===== config.mk =====
export PLATFORM = sky130hd
export DESIGN_NAME = epp_host
export DESIGN_NICKNAME = d
export VERILOG_FILES = /design/src/rtl/epp_host.sv
export SDC_FILE = /design/constraint.sdc
export NUM_CORES = 1
export LEC_CHECK = 0
export BUFFER_PORTS_ARGS = -buffer_cell sky130_fd_sc_hd__buf_4
export CORE_UTILIZATION = 50
export CTS_BUF_LIST = sky130_fd_sc_hd__clkbuf_8
export DETAILED_ROUTE_END_ITERATION = 8
export PLACE_DENSITY = 0.87
export SETUP_SLACK_MARGIN = 0.05
export SLEW_MARGIN = 20
export SYNTH_ARGS = -nofsm -noshare
export SYNTH_HDL_FRONTEND = slang
export SYNTH_SLANG_ARGS = --single-unit

===== constraint.sdc =====
create_clock -name clk_in -period 2.1 [get_ports clk_in]
set_clock_uncertainty 0.2 [all_clocks]
set_input_delay 0.105 -clock clk_in [delete_from_list [all_inputs] [get_ports clk_in]]
set_output_delay 0.105 -clock clk_in [all_outputs]
set_load 0.02 [all_outputs]

===== src/rtl/epp_host.sv =====
// EPP bus initiator: turns a byte-level command stream into EPP address/data
// strobe cycles and returns data-read bytes on a response pipe.
module epp_host #(
    parameter int SETUP_CYCLES   = 2,
    parameter int TIMEOUT_CYCLES = 1023
) (
    input  logic       clk_in,
    input  logic       reset_in,
    input  logic [1:0] cmdOp_in,
    input  logic [7:0] cmdData_in,
    input  logic       cmdValid_in,
    output logic       cmdReady_out,
    output logic [7:0] rspData_out,
    output logic       rspValid_out,
    input  logic       rspReady_in,
    output logic [7:0] eppData_out,
    output logic       eppDataOE_out,
    input  logic [7:0] eppData_in,
    output logic       eppAddrStb_out,
    output logic       eppDataStb_out,
    output logic       eppWrite_out,
    input  logic       eppWait_in,
    output logic       busy_out,
    output logic       timeout_out,
    output logic [2:0] state_out
);

    // Both pipes use valid/ready: a transfer happens on a rising edge where
    // valid and ready are both high; valid holds its payload until then.

    typedef enum logic [2:0] {
        IDLE    = 3'd0,
        SETUP   = 3'd1,
        STROBE  = 3'd2,
        RELEASE = 3'd3,
        RESP    = 3'd4
    } state_t;

    localparam logic [1:0] OP_ADDR  = 2'b00;
    localparam logic [1:0] OP_READ  = 2'b10;
    localparam logic [1:0] OP_RSVD  = 2'b11;

    localparam logic [9:0] SETUP_LOAD   = 10'(SETUP_CYCLES - 1);
    localparam logic [9:0] TIMEOUT_LOAD = 10'(TIMEOUT_CYCLES - 1);

    state_t     state, state_d;
    logic [9:0] count, count_d;
    logic [1:0] op, op_d;
    logic       got_data, got_data_d;
    logic [7:0] rsp_data, rsp_data_d;
    logic [7:0] bus_data, bus_data_d;
    logic       bus_oe, bus_oe_d;
    logic       addr_stb, addr_stb_d;
    logic       data_stb, data_stb_d;
    logic       write_lvl, write_lvl_d;
    logic       timeout, timeout_d;
    logic       wait_meta, wait_sync;

    // eppWait comes from another clock domain; the FSM sees only wait_sync.
    always_ff @(posedge clk_in) begin
        if (reset_in) begin
            wait_meta <= 1'b0;
            wait_sync <= 1'b0;
        end else begin
            wait_meta <= eppWait_in;
            wait_sync <= wait_meta;
        end
    end

    always_ff @(posedge clk_in) begin
        if (reset_in) begin
            state     <= IDLE;
            count     <= 10'd0;
            op        <= OP_ADDR;
            got_data  <= 1'b0;
            rsp_data  <= 8'h00;
            bus_data  <= 8'h00;
            bus_oe    <= 1'b0;
            addr_stb  <= 1'b1;
            data_stb  <= 1'b1;
            write_lvl <= 1'b1;
            timeout   <= 1'b0;
        end else begin
            state     <= state_d;
            count     <= count_d;
            op        <= op_d;
            got_data  <= got_data_d;
            rsp_data  <= rsp_data_d;
            bus_data  <= bus_data_d;
            bus_oe    <= bus_oe_d;
            addr_stb  <= addr_stb_d;
            data_stb  <= data_stb_d;
            write_lvl <= write_lvl_d;
            timeout   <= timeout_d;
        end
    end

    always_comb begin
        state_d     = state;
        count_d     = count;
        op_d        = op;
        got_data_d  = got_data;
        rsp_data_d  = rsp_data;
        bus_data_d  = bus_data;
        bus_oe_d    = bus_oe;
        addr_stb_d  = addr_stb;
        data_stb_d  = data_stb;
        write_lvl_d = write_lvl;
        timeout_d   = timeout;

        case (state)
            IDLE: begin
                // Reserved op is consumed by the handshake and dropped.
                if (cmdValid_in && cmdOp_in != OP_RSVD) begin
                    op_d        = cmdOp_in;
                    got_data_d  = 1'b0;
                    write_lvl_d = (cmdOp_in == OP_READ);
                    bus_oe_d    = (cmdOp_in != OP_READ);
                    bus_data_d  = (cmdOp_in != OP_READ) ? cmdData_in : 8'h00;
                    count_d     = SETUP_LOAD;
                    state_d     = SETUP;
                end
            end

            SETUP: begin
                if (count == 10'd0) begin
                    if (op == OP_ADDR) begin
                        addr_stb_d = 1'b0;
                    end else begin
                        data_stb_d = 1'b0;
                    end
                    count_d = TIMEOUT_LOAD;
                    state_d = STROBE;
                end else begin
                    count_d = count - 10'd1;
                end
            end

            STROBE: begin
                if (wait_sync) begin
                    if (op == OP_READ) begin
                        rsp_data_d = eppData_in;
                        got_data_d = 1'b1;
                    end
                    addr_stb_d = 1'b1;
                    data_stb_d = 1'b1;
                    count_d    = TIMEOUT_LOAD;
                    state_d    = RELEASE;
                end else if (count == 10'd0) begin
                    addr_stb_d = 1'b1;
                    data_stb_d = 1'b1;
                    timeout_d  = 1'b1;
                    count_d    = TIMEOUT_LOAD;
                    state_d    = RELEASE;
                end else begin
                    count_d = count - 10'd1;
                end
            end

            RELEASE: begin
                if (!wait_sync || count == 10'd0) begin
                    if (wait_sync) begin
                        timeout_d = 1'b1;
                    end
                    bus_oe_d    = 1'b0;
                    bus_data_d  = 8'h00;
                    write_lvl_d = 1'b1;
                    state_d     = got_data ? RESP : IDLE;
                end else begin
                    count_d = count - 10'd1;
                end
            end

            RESP: begin
                if (rspReady_in) begin
                    state_d = IDLE;
                end
            end

            default: begin
                state_d = IDLE;
            end
        endcase
    end

    assign cmdReady_out   = (state == IDLE);
    assign rspValid_out   = (state == RESP);
    assign busy_out       = (state != IDLE);
    assign rspData_out    = rsp_data;
    assign eppData_out    = bus_data;
    assign eppDataOE_out  = bus_oe;
    assign eppAddrStb_out = addr_stb;
    assign eppDataStb_out = data_stb;
    assign eppWrite_out   = write_lvl;
    assign timeout_out    = timeout;
    assign state_out      = state;

endmodule


==> impl_metrics.yaml, run 1 <==
status:
  status: "complete, but fails checks"
  violations: "negative setup slack"
sta:
  worst_hold_slack_ns: 0.000387
  fin_ws_ns: -0.0702
  max_freq_mhz: 461
  max_slew.worst_pin.slew_ns: 0.604
  drv_slew: 0
  min_period_over_period: 1.03
  finalHoldViolations: 0
  setup_violations: 1
  timing.slew.headroom: 0.596
  min_period_ns: 2.17
pwr:
  seqPwrFrac: 0.299
  switchingPower_w: 0.00137
  intPower_w: 0.00193
  power.density_nw_per_um2: 1220
  p_leak_nw: 1.22
  clkPwrFrac: 0.169
  swShare: 0.415
  comb_power_share: 0.532
  vdd_drop_max_v: 0.000777
  power_w: 0.00330
worst_setup_path:
  required_ns: 2.07
  worstPathMaxFanout: 8
  cp-end-kind: "flop"
  crit_start: "cmdOp_in[1]"
  cp_data_arrival_time_ns: 2.14
  start_kind: "input port"
  rr_startpoint: "count[0]"
  path_class: "in2reg"
routing:
  vias_per_cell: 6.02
  antenna_left: 0
  drtIter0Drc: 150
  drc: 0
  drtPass1Iterations: 5
  drt_wl_total_um: 6360
  vias: 1993
  wl_per_cell_um: 19.2
cts:
  cts_buffer_depth: 2
  clockRootBuffer: "clkbuf_8"
  clk_latency_ns: 0.30
  htree_levels: 2
  numCtsBuffers: 5
  clock-sinks: 39
  clk_pin_slew_worst_paths_ns: 0.08
  cts_tree: "yes"
hold_path:
  hold_class: "in2reg"
  hold_start: "reset_in"
floorplan:
  io_pins: 50
  dieWidth_um: 62.6
  dieArea_um2: 3920
  die_h_um: 62.6
  num_rows: 21
  coreArea_um2: 3420
  start_util: 0.538
synth:
  synth_compound_area_frac: 0.219
  yosysSeqAreaShare: 0.425
  synth_top_family_by_area: "compound AO/OA/AOI/OAI gates"
  synth_enable_flop_cells: 0
  synth_mux_area_frac: 0.0708
  synth_area_um2: 1840
  ys_types: 41
  synth_fa_ha_area_frac: 0.0136
  synth-async-reset-ratio: 0
  syn-num-nets: 229
  yosysWarnings: 0
  netlist_instances: 204
  synth_xor_area_frac: 0.0191
  synthSimpleGateAreaFrac: 0.209
  synth.avg_cell_area_um2: 9.00
  synth_ff_type: "dfxtp_1"
  ys_ff_latch: 39
placed_design:
  gp_congestion: 0.908
  dp_slack_ns: -0.0282
  dp.final_hpwl_um: 2960
  placed_area_um2: 2270
  port_buffers: 49
final_layout:
  num_antenna_cells: 0
  final_common_cell: "buf_4"
  final_cell_mix: "buf_4 (61), dfxtp_1 (35), nor2_1 (31), dlygate4sd3_1 (19), a21oi_1 (16)"
  area_growth_pct: 47.0
  final_util: 0.790
  drive_gt1_frac: 0.340
  fin_nets: 309
  design_area_um2: 2700
global_route:
  grt_pass1_wl_um: 9010
  grt_pass1_vias: 1887
  antenna_found_initial: 0
  grt.total_usage: 0.296
  grt_overflow: 0
  grt_max_degree: 31
job:
  maxCapViolCount: 0
[worst paths after layout]
check        slack [ns]  cells past startpoint      endpoint
max               -0.07                      8      count[5]
min              0.0004                      2  state_out[2]
max reg2reg           0                      9      count[5]
min reg2reg        0.25                      1     wait_sync
[cell families after synthesis]
| group | Yosys count |
|---|---|
| muxes | 13 |
| xor gates and xnor gates | 4 |
| buffers and inverters | 19 |
| and+or+nand+nor | 68 |
| adders and majority gates | 2 |
| DFF | 39 |
| AOI/OAI and AO/OA | 59 |
[flip-flops by register name, summed over array words and instances, names as in the netlist, 2 cells and up]
signal / flops
eppData_out: 8
count: 10
op: 2
state_out: 3
rspData_out: 8
[metal layers]
layer	up-vias	global-route usage	part of all wire	wire length, µm
li1	887	-	-	-
met1	932	0.350	0.38	2390
met2	126	0.478	0.49	3090
met3	48	0.0693	0.070	443
met4	0	0.192	0.068	434
met5	-	0	0	0
[cells in the mapped netlist, types with 3 or more instances]
library cell	number	area [µm²]
a21oi_1	16	80.1
a22o_1	8	70.1
a31oi_1	3	18.8
buf_2	6	30.0
clkbuf_1	4	15.0
dfxtp_1	39	781
inv_1	9	33.8
mux2i_1	13	130
nand2_1	5	18.8
nand2b_1	3	18.8
nor2_1	34	128
nor2b_1	5	31.3
nor3_1	5	25.0
o21ai_0	17	85.1
xnor2_1	4	35.0
[power groups by stage]
stage	logic, W	clock network, W	registers [W]
global placement	0.00131	0	0.000978
detailed placement	0.00132	0	0.000984
finish	0.00175	0.000559	0.000987
global route	0.00187	0.000580	0.00100
floorplan	0.000959	0	0.00101
CTS	0.00140	0.000543	0.000971
[final cells by class]
type	count	area (µm²)
Inverter	9	33.8
Sequential cell	39	786
Fill cell	177	716
Clock buffer	7	96.3
Timing Repair Buffer	83	682
Clock inverter	1	3.75
Tap cell	46	57.6
Multi-Input combinational cell	146	1040
[worst max-delay path, cell delays in order]
cell and delay (ns):
dlygate4sd3_1 0.57, buf_4 0.17, a21bo_4 0.23, nor4_4 0.35, buf_4 0.24, nor2_1 0.06
o21ai_0 0.27, a21oi_1 0.15
[metrics by stage]
step | cells | setup TNS [ns]
after global placement | 295 | 0
after floorplan | 204 | 0
after detailed placement | 295 | -0.113
after global routing | 331 | -0.195
after CTS | 324 | 0
final | 331 | -0.0702
[what timing repair did]
action                     in CTS  in global routing
hold endpoints to repair       19                  0
pin swaps                       2                  9
setup endpoints to repair      10                 34
hold buffers                   19                  0
setup buffers                   2                  7
gates resized for setup         2                 22
Note: power is estimated with default switching activity, not from simulation.
==> inputs of run 2 (changes only) <==
Settings changed: ABC_AREA from default to 1, PLACE_DENSITY 0.87 to 0.86.
Clock period 2.1 ns to 2.5 ns, I/O delays scaled along.
==> impl_metrics.yaml, run 2 <==
cts:
  numCtsBuffers: 5
  cts_setup_buffers: 0
  clk_pin_slew_worst_paths_ns: 0.08
  htree_levels: 2
  cts_tree: "yes"
  cts_buffer_depth: 2
  clk_latency_ns: 0.30
  clock-sinks: 39
  clockRootBuffer: "clkbuf_8"
sta:
  timing.slew.headroom: 0.733
  min_period_ns: 2.23
  rsz0062_at_grt: "false"
  min_period_over_period: 0.892
  max_slew.worst_pin.slew_ns: 0.400
  setup_violations: 0
  finalSetupTns_ns: 0
  max_freq_mhz: 448
  drv_slew: 0
  finalHoldViolations: 0
routing:
  drt_wl_total_um: 4650
  vias_per_cell: 4.85
  drtIter0Drc: 134
  drtPass1Iterations: 4
  drc: 0
  antenna_left: 0
  vias: 1926
  wl_per_cell_um: 11.7
synth:
  synth.most_common_cell: "nand2_1"
  synth_ff_type: "dfxtp_1"
  synth.avg_cell_area_um2: 6.97
  syn-num-nets: 295
  synth_enable_flop_cells: 0
  ys_types: 27
  synth.area.top_cells: "dfxtp_1 (41%), nand2_1 (15%), nor2_1 (8.2%)"
  synth-async-reset-ratio: 0
  synth_area_um2: 1880
  yosysWarnings: 0
  yosys.area.top_type: "dfxtp_1"
  yosysSeqAreaShare: 0.415
  synth_common_cells: "nand2_1 (76), nor2_1 (41), dfxtp_1 (39), inv_1 (23), a21oi_1 (21)"
  netlist_instances: 270
  ys_ff_latch: 39
  synth.top_cell.area_share: 0.415
status:
  status: "finished clean"
pwr:
  seqPwrFrac: 0.276
  vdd_drop_max_v: 0.000601
  swShare: 0.471
  comb_power_share: 0.581
  power.density_nw_per_um2: 1190
  clkPwrFrac: 0.144
  switchingPower_w: 0.00151
  p_leak_nw: 1.21
  intPower_w: 0.00169
final_layout:
  regMostFlops: "count"
  final_cell_mix: "nand2_1 (76), buf_4 (49), nor2_1 (41), dfxtp_1 (39), dlygate4sd3_1 (29)"
  design_area_um2: 2680
  num_antenna_cells: 0
  fin_nets: 375
  drive_gt1_frac: 0.242
  area_growth_pct: 42.3
  largest_reg_flops: 10
  final_common_cell: "nand2_1"
floorplan:
  start_util: 0.543
  die_h_um: 63.4
  num_rows: 21
  dieWidth_um: 63.4
  dieArea_um2: 4020
  coreArea_um2: 3470
  io_pins: 50
worst_setup_path:
  required_ns: 2.54
  cpMostUsedCell: "nand2_1"
  crit_chain: "dlygate4sd3_1, buf_4, nand2_1, nand2_1, nor2_4, inv_2, nor2_4, nand2_1, dlygate4sd3_1, a21oi_1"
  cpLargestDelayFamily: "buffers and inverters"
  path_class: "in2reg"
  worstPathMaxFanout: 11
  slowest_delay_ns: 0.57
  cp-end-kind: "flop"
  cp_data_arrival_time_ns: 2.27
  crit_path_top_delay_cell: "dlygate4sd3_1"
  start_kind: "input port"
  crit_buf_inv: 4
job:
  maxCapViolCount: 0
global_route:
  antenna_found_initial: 0
  grt_overflow: 0
  grt_pass1_vias: 1816
  grt.total_usage: 0.260
  grt_max_degree: 27
  grt_pass1_wl_um: 8090
placed_design:
  placed_area_um2: 2290
  gp_congestion: 0.859
  dp.final_hpwl_um: 2860
  port_buffers: 49
hold_path:
  hold_class: "in2reg"
[run 2: per-layer routing]
| layer | global-route usage | up-vias | share of wire |
|---|---|---|---|
| met5 | 0 | - | 0 |
| met4 | 0.122 | 0 | 0.016 |
| met3 | 0.0598 | 6 | 0.041 |
| met2 | 0.423 | 45 | 0.49 |
| met1 | 0.320 | 873 | 0.45 |
| li1 | - | 1002 | - |
[run 2: kinds of logic (layout without fill, tap and decap cells)]
family                     after synthesis  after routing  synth area share
AOI/OAI and AO/OA                       41             41             0.120
adders and majority gates                2              2            0.0133
and+or+nand+nor                        148            148             0.353
buffers and inverters                   34            115            0.0704
xor gates and xnor gates                 6              6            0.0279
DFF                                     39             39             0.415
[run 2: final cells by class]
| type | instances | area, µm² |
|---|---|---|
| multi-input cells | 197 | 975 |
| fillers | 240 | 788 |
| flip-flops and latches | 39 | 781 |
| repair buffers | 78 | 658 |
| inverters | 29 | 110 |
| clock buffers | 6 | 82.6 |
| well taps | 46 | 57.6 |
| clock inverters | 2 | 16.3 |
[run 2: worst register-to-register path: stages, from the launching register on]
cell,delay [ns]
dfxtp_1,0.38
nor2_4,0.14
nand2_2,0.10
nor2_4,0.14
inv_2,0.08
nor2_4,0.22
nand2_1,0.09
dlygate4sd3_1,0.57
a21oi_1,0.16
[run 2: power by group through the flow]
stage	registers, W	clock network (W)	logic (W)
floorplan	0.000932	0	0.00135
finish	0.000881	0.000459	0.00186
global placement	0.000887	0	0.00177
detailed placement	0.000891	0	0.00179
CTS	0.000878	0.000468	0.00185
global route	0.000902	0.000491	0.00208
[run 2: path summary, 6_finish.rpt]
check | startpoint | end | slack [ns] | cells past startpoint
setup reg to reg | state_out[0] | eppData_out[0] | 0.36 | 8
hold reg to reg | wait_meta | wait_sync | 0.22 | 2
hold / removal | cmdValid_in | got_data | 0.08 | 4
setup / recovery | cmdOp_in[1] | eppData_out[0] | 0.27 | 10
[run 2: stage by stage]
stage / power [W] / hold slack (ns) / setup slack (ns) / cells / util
2_1_floorplan: 0.00228 / 0.0320 / 0.838 / 270 / -
3_3_place_gp: 0.00266 / 0.126 / 0.839 / 360 / 0.659
3_5_place_dp: 0.00269 / 0.133 / 0.827 / 360 / 0.659
4_1_cts: 0.00319 / 0.0750 / 0.211 / 397 / 0.771
5_1_grt: 0.00348 / 0.113 / 0.138 / 397 / 0.773
6_report: 0.00320 / 0.0847 / 0.270 / 397 / 0.773
[run 2: what timing repair did]
item | CTS | global route
endpoints found under the hold margin | 30 | 0
hold buffers | 29 | 0
resized for setup | 0 | 1
setup endpoints to repair | 0 | 5
==> inputs of run 3 (changes only) <==
Settings changed: CELL_PAD_IN_SITES_DETAIL_PLACEMENT from default to 1, CELL_PAD_IN_SITES_GLOBAL_PLACEMENT from default to 2, CORE_ASPECT_RATIO from default to 1.25, CORE_UTILIZATION 50 to 31, PLACE_DENSITY 0.86 to 0.95.
==> impl_metrics.yaml, run 3 (synthesis gave the netlist of run 2 again) <==
floorplan:
  start_util: 0.324
  dieArea_um2: 6390
  num_rows: 31
  coreArea_um2: 5820
  io_pins: 50
  die_h_um: 89.1
  dieWidth_um: 71.7
cts:
  htree_levels: 2
  cts_buffer_depth: 2
  clockRootBuffer: "clkbuf_8"
  cts_tree: "yes"
  clk_latency_ns: 0.29
  clock-sinks: 39
  clk_pin_slew_worst_paths_ns: 0.08
  numCtsBuffers: 5
worst_setup_path:
  start_kind: "input port"
  cp_data_arrival_time_ns: 2.28
  cpMostUsedCell: "nand2_1"
  cp-end-kind: "flop"
  crit_path_top_delay_cell: "dlygate4sd3_1"
  cpLargestDelayFamily: "buffers and inverters"
  required_ns: 2.52
  path_class: "in2reg"
  slowest_delay_ns: 0.58
  crit_chain: "dlygate4sd3_1, buf_4, nand2_1, nand2_1, nor2_4, inv_2, nor2_4, nand2_1, dlygate4sd3_1, a21oi_1"
  rr_startpoint: "state_out[0]"
  crit_buf_inv: 4
  crit_start: "cmdOp_in[0]"
  worstPathMaxFanout: 11
  cp.depth: 10
  reg2reg_depth: 8
routing:
  vias_per_cell: 4.67
  drc: 0
  antenna_left: 0
  drt_wl_total_um: 5280
  wl_per_cell_um: 12.7
  vias: 1944
  drtIter0Drc: 50
  drtPass1Iterations: 4
job:
  maxCapViolCount: 0
sta:
  setup_violations: 0
  finalHoldViolations: 1
  max_freq_mhz: 442
  max_slew.worst_pin.slew_ns: 0.426
  timing.slew.headroom: 0.716
  drv_slew: 0
  finalSetupTns_ns: 0
  min_period_ns: 2.26
  min_period_over_period: 0.904
  rsz0062_at_grt: "false"
  fin_ws_ns: 0.239
  worst_hold_slack_ns: -0.00103
final_layout:
  regArea_um2: 781
  final_cell_mix: "nand2_1 (76), buf_4 (49), nor2_1 (41), dfxtp_1 (39), dlygate4sd3_1 (28)"
  regMostFlops: "count"
  multi_input_area_um2: 975
  fin_nets: 374
  area_growth_pct: 42.9
  drive_gt1_frac: 0.240
  final_common_cell: "nand2_1"
  design_area_um2: 2690
  largest_reg_flops: 10
  finalNonFillerCells: 416
  num_antenna_cells: 0
  fillerInstances: 767
pwr:
  p_leak_nw: 1.22
  power.density_nw_per_um2: 1190
  vdd_drop_max_v: 0.000370
status:
  violations: "negative hold slack"
  status: "complete, but fails checks"
global_route:
  grt_overflow: 0
  grt_max_degree: 27
  antenna_found_initial: 0
  grt_pass1_wl_um: 8790
  grt.total_usage: 0.176
  grt_pass1_vias: 2001
hold_path:
  hold_class: "in2reg"
  worstHoldPathCells: 3
  hold_start: "cmdOp_in[1]"
placed_design:
  placed_cells: 380
  port_buffers: 49
  dp.final_hpwl_um: 3590
  placed_area_um2: 2310
  dp_slack_ns: 0.778
  gp_congestion: 0.813
run 3: cell count changes in the layout (fill, tap and decap cells not counted):
cell,change
inv_1,+1
clkinvlp_4,-1
dlygate4sd3_1,-1
run 3: area by class of cell:
class,instances,share of cell area
clock inverters,2,0.00465
inverters,29,0.0409
flip-flops and latches,39,0.290
clock buffers,6,0.0307
repair buffers,77,0.241
multi-input cells,197,0.362
well taps,66,0.0307
run 3: report_power, final:
group	switching (W)	total (W)	internal [W]
clock	0.000228	0.000451	0.000222
combinational	0.00117	0.00188	0.000708
sequential	0.000123	0.000880	0.000757
run 3: final timing paths:
check | to | slack, ns
max | eppData_out[4] | 0.24
min | eppWrite_out | -0.001
max reg2reg | eppData_out[4] | 0.33
min reg2reg | wait_sync | 0.22
run 3: routing by layer:
metal | part of all wire | vias to the layer above | global-route usage
li1 | - | 997 | -
met1 | 0.41 | 903 | 0.180
met2 | 0.54 | 37 | 0.347
met3 | 0.037 | 7 | 0.0451
met4 | 0.012 | 0 | 0.0553
met5 | 0 | - | 0
run 3: what timing repair did:
action / 4_1_cts / 5_1_grt
hold buffers: 28 / 0
setup buffers: 0 / 0
resized for setup: 0 / 1
hold endpoints to repair: 19 / 0
setup endpoints to repair: 0 / 8
run 3: stage by stage:
| stage | hold WS [ns] | power, W | util |
|---|---|---|---|
| floorplan | 0.0320 | 0.00228 | - |
| global placement | 0.134 | 0.00273 | 0.397 |
| detailed placement | 0.137 | 0.00276 | 0.397 |
| CTS | 0.00904 | 0.00326 | 0.462 |
| global route | 0.0300 | 0.00356 | 0.463 |
| finish | -0.00103 | 0.00321 | 0.463 |
run 3: worst reg2reg max path, cell delays in order, from the launching register on:
cell and delay, ns:
dfxtp_1 0.38, nor2_4 0.14, nand2_2 0.10, nor2_4 0.13, inv_2 0.08, nor2_4 0.24
nand2_1 0.08, dlygate4sd3_1 0.58, a21oi_1 0.16
